$ cat src/rtl/instruction_fetch_unit.sv
// instruction_fetch_unit: fetches a 16-bit instruction as two memory bytes and drives the IR load controls.
// Define FETCH_TIMEOUT_EN to add a MemAck wait counter and an ERR abort state.
module instruction_fetch_unit #(
  parameter logic [15:0] RESET_PC       = 16'h0000,
  parameter int          TIMEOUT_CYCLES = 15
) (
  input  logic        Clock,
  input  logic        Reset,
  input  logic        Start,
  input  logic        PCLoad,
  input  logic [15:0] PCIn,
  output logic        MemReq,
  output logic [15:0] MemAddr,
  input  logic        MemAck,
  input  logic [7:0]  MemData,
  output logic        IR_E,
  output logic [2:0]  IR_FunSel,
  output logic [15:0] IR_I,
  output logic [15:0] PC,
  output logic        Busy,
  output logic        Done,
  output logic        Error
);

  typedef enum logic [2:0] {
    S_IDLE   = 3'd0,
    S_REQ_LO = 3'd1,
    S_REQ_HI = 3'd2,
    S_DONE   = 3'd3,
    S_ERR    = 3'd4
  } state_t;

  state_t      state, state_nx;
  logic [15:0] pc_q, pc_nx;

  if (TIMEOUT_CYCLES < 1 || TIMEOUT_CYCLES > 255) begin : g_bad_timeout
    $error("TIMEOUT_CYCLES must lie in 1..255");
  end

`ifdef FETCH_TIMEOUT_EN
  localparam logic [7:0] WAIT_LAST = 8'(TIMEOUT_CYCLES - 1);
  logic [7:0] wait_cnt;
  logic       timeout;

  // Counts only unacknowledged REQ cycles; any state change or ack restarts the wait.
  always_ff @(posedge Clock or negedge Reset) begin
    if (!Reset)
      wait_cnt <= '0;
    else if (state_nx != state || MemAck)
      wait_cnt <= '0;
    else if (state == S_REQ_LO || state == S_REQ_HI)
      wait_cnt <= wait_cnt + 8'd1;
  end

  assign timeout = !MemAck && (wait_cnt == WAIT_LAST);
`endif

  always_ff @(posedge Clock or negedge Reset) begin
    if (!Reset) begin
      state <= S_IDLE;
      pc_q  <= RESET_PC;
    end else begin
      state <= state_nx;
      pc_q  <= pc_nx;
    end
  end

  always_comb begin
    state_nx = state;
    pc_nx    = pc_q;
    case (state)
      S_IDLE: begin
        if (PCLoad) pc_nx = PCIn;
        if (Start)  state_nx = S_REQ_LO;
      end
      S_REQ_LO: begin
        if (MemAck) begin
          pc_nx    = pc_q + 16'd1;
          state_nx = S_REQ_HI;
        end
`ifdef FETCH_TIMEOUT_EN
        else if (timeout) state_nx = S_ERR;
`endif
      end
      S_REQ_HI: begin
        if (MemAck) begin
          pc_nx    = pc_q + 16'd1;
          state_nx = S_DONE;
        end
`ifdef FETCH_TIMEOUT_EN
        else if (timeout) state_nx = S_ERR;
`endif
      end
      default: state_nx = S_IDLE;
    endcase
  end

  // IR controls are combinational so the IR captures on the same edge that advances the FSM.
  always_comb begin
    MemReq    = 1'b0;
    IR_E      = 1'b0;
    IR_FunSel = 3'b000;
    Done      = 1'b0;
    Error     = 1'b0;
    Busy      = (state != S_IDLE);
    case (state)
      S_REQ_LO: begin
        MemReq = 1'b1;
        if (MemAck) begin
          IR_E      = 1'b1;
          IR_FunSel = 3'b100;
        end
      end
      S_REQ_HI: begin
        MemReq = 1'b1;
        if (MemAck) begin
          IR_E      = 1'b1;
          IR_FunSel = 3'b110;
        end
      end
      S_DONE:  Done = 1'b1;
`ifdef FETCH_TIMEOUT_EN
      S_ERR:   Error = 1'b1;
`endif
      default: ;
    endcase
  end

  assign MemAddr = pc_q;
  assign PC      = pc_q;
  assign IR_I    = {8'h00, MemData};

endmodule
$ cat config.mk
export PLATFORM = sky130hd
export DESIGN_NAME = instruction_fetch_unit
export DESIGN_NICKNAME = d
export VERILOG_FILES = /design/src/rtl/instruction_fetch_unit.sv
export SDC_FILE = /design/constraint.sdc
export NUM_CORES = 1
export LEC_CHECK = 0
export ABC_CLOCK_PERIOD_IN_PS = 2700
export CAP_MARGIN = 5
export CORE_ASPECT_RATIO = 0.75
export CORE_UTILIZATION = 41
export CTS_BUF_LIST = sky130_fd_sc_hd__clkbuf_8
export CTS_CLUSTER_DIAMETER = 200
export DETAILED_ROUTE_END_ITERATION = 10
export GPL_TIMING_DRIVEN = 1
export PLACE_DENSITY = 0.82
export SETUP_SLACK_MARGIN = 0.4
export SYNTH_ARGS = -nofsm -noshare
export SYNTH_HDL_FRONTEND = slang
export SYNTH_SLANG_ARGS = --single-unit
$ cat constraint.sdc
create_clock -name Clock -period 2.7 [get_ports Clock]
set_input_delay 0.675 -clock Clock [delete_from_list [all_inputs] [get_ports Clock]]
set_output_delay 0.675 -clock Clock [all_outputs]
set_load 0.02 [all_outputs]
==> impl_metrics.toml <==
[setup_path]
required_ns = 2.03
start_kind = "input port"
crit_fanout = 3
cp-end-kind = "output port"
crit_arrival_ns = 1.61
critPathKind = "input port to output port"

[floorplan]
die_w_um = 75.7
fp.dieH_um = 57.3
dieArea_um2 = 4340
io_pins = 85
start_util_pct = 44.2
coreArea_um2 = 3780
rows = 19

[finish]
drive_above_1_share_pct = 14.3
final_nets = 259
antenna_cells = 0
final_common_cell = "clkdlybuf4s50_1"
final_cell_mix = "53 x clkdlybuf4s50_1, 18 x dfrtp_1, 12 x nand2_1, 12 x o22ai_1"
area_growth_pct = 26.4

[detailed_routing]
post-route-drc-count = 0
routed-via-count = 1485
drtIter0Drc = 111
dr.pass1.iters = 4
drt-total-wl_um = 3890
drt-wirelength-per-cell_um = 14.1
viasPerCell = 5.40
ant_nets = 0

[sta]
finalCriticalPeriod_ns = 2.29
setup_viol = 0
finalHoldViolations = 0
slew_headroom_pct = 51.6
fin_crit_sh_pct = 84.7
setup_ws_ns = 0.414
max_freq_mhz = 438
worstMarginPinSlew_ns = 0.726
grt_setup_unrepaired = "true"
maxSlewViolCount = 0
whs_ns = 0.603
clock_skew_ns = 0.00757

[clock_tree]
numCtsBuffers = 3
clock_sinks = 18
insertion_delay_ns = 0.26
cts_tree = "yes"
cts_buffer_depth = 2
htreeDepth = 1
cts_hold_buf = 0
postCtsSetupRepairBufs = 0
cts_root_buffer = "clkbuf_8"
clkTransAtPathRegs_ns = 0.08

[synth]
synth-simple-area-share_pct = 25.9
synthMuxAreaShare_pct = 9.74
synth_top_family_by_area = "simple AND/OR/NAND/NOR gates"
synth-xor-area-share_pct = 0
synth.distinct_cells = 44
synth_adder_area_share_pct = 4.49
ys_seq_area_share_pct = 27.0
syn_area_um2 = 1670
ys.warnings.count = 0
synth_compound_area_share_pct = 11.5
ys_ff_latch = 18
avgSynthCellArea_um2 = 8.70
synthCells = 192

[global_routing]
grt_usage_pct = 17.8
antenna_found_initial = 0
grt_first_pass_wirelength_um = 5970
grt_max_degree = 31
grt_overflow_total = 0
grt_pass1_vias = 1224

[placement]
port_buffers = 58
dp_hpwl_um = 2800
gp_congestion = 0.847
pre_cts_ws_ns = -0.0240

[min_path]
hold_path.class = "flip-flop to flip-flop"

[power_and_ir_drop]
p_per_area_nw_per_um2 = 1510
leakage_nw = 0.880
peakVddDrop_mv = 0.708

[status]
status = "finished, final reports clean"

[job]
cap_viol_max_count = 0
## repair_timing
action	CTS	global route
pin swaps	0	0
endpoints found under the setup margin	5	3
gates resized for setup	8	3
## cells by family after synthesis
| kind of cell | Yosys count |
|---|---|
| and+or+nand+nor | 72 |
| AOI/OAI and AO/OA | 30 |
| other | 1 |
| DFF | 18 |
| buffers and inverters | 50 |
| muxes | 15 |
| adders and majority gates | 6 |
## worst paths after layout
check | startpoint | end | slack (ns) | cells after the start
min in group asynchronous | Reset | MemAddr[8] | 0.74 | 2
max in group asynchronous | Reset | MemAddr[9] | 1.75 | 2
setup / recovery | MemAck | IR_E | 0.41 | 3
hold / removal | state[0] | state[0] | 0.60 | 2
hold reg to reg | state[0] | state[0] | 0.60 | 2
setup reg to reg | state[0] | MemAddr[13] | 0.68 | 6
## worst max-delay path, cell delays in order
cell             delay, ns
clkdlybuf4s50_1       0.48
and2_2                0.16
clkdlybuf4s15_1       0.30
## synth_stat cells
cell type   n  area, um^2
nor2_2      1        6.26
buf_4      36         270
buf_2       3        15.0
or4b_1      2        20.0
ha_1        6        75.1
buf_6       3        33.8
and4_1      2        17.5
a311o_1     1        10.0
or4_1       1        7.51
and2_2      1        7.51
nand4_1    10        62.6
nor2b_1     6        37.5
and3_2      2        15.0
nand2b_1    1        6.26
nor4_1      7        43.8
o21ai_1     1        5.00
or2_2       1        6.26
conb_1      1        3.75
a2bb2oi_1   1        8.76
nand2_1    12        45.0
nor2_1      8        30.0
mux2_2     10         113
dfrtp_1    18         450
o21ai_0     2        10.0
mux2i_1     5        50.1
nor3b_1     1        7.51
a31oi_1     1        6.26
and2_1      2        12.5
o31ai_1     1        7.51
and2b_2     1        8.76
a21oi_1     8        40.0
nor3_1      7        35.0
or3_1       1        6.26
nand3_1     2        10.0
clkbuf_4    1        7.51
or3b_2      1        8.76
inv_1       6        22.5
nor3_4      1        16.3
nand4_2     1        12.5
clkbuf_1    1        3.75
a221o_1     2        20.0
o22ai_1    12        75.1
a41o_1      1        10.0
and4_2      1        10.0
## routing by layer
layer / global-route usage, % / routed length, um
met1: 26.1 / 1870
met2: 27.2 / 1760
met3: 4.77 / 251
met4: 2.12 / 8
met5: 0 / 0
## through the flow
step | power, mW | TNS [ns] | cells | utilization, % | area (um^2)
finish | 3.19 | 0 | 275 | 55.9 | 2110
global route | 3.42 | 0 | 275 | 55.9 | 2110
CTS | 3.20 | 0 | 275 | 56.1 | 2120
detailed placement | 2.98 | -0.0240 | 271 | 54.8 | 2070
global placement | 2.91 | 0 | 271 | 54.8 | 2070
floorplan | 2.42 | 0 | 201 | - | 1720
## area by class of cell
class / count / area [um^2]
tap: 52 / 65.1
multi-input combinational: 133 / 921
inverter: 6 / 22.5
fill: 345 / 1670
sequential: 18 / 450
clock buffer: 4 / 55.1
timing repair buffer: 62 / 598
## power by group
group          internal [mW]  switching (mW)
sequential             0.422           0.298
combinational           1.06            1.18
clock                  0.130          0.0983
total                   1.62            1.58
## registers in the layout, summed over array words and instances, names as in the netlist
register and cells:
state 2, MemAddr 16
(Power assumes the default switching activity.)
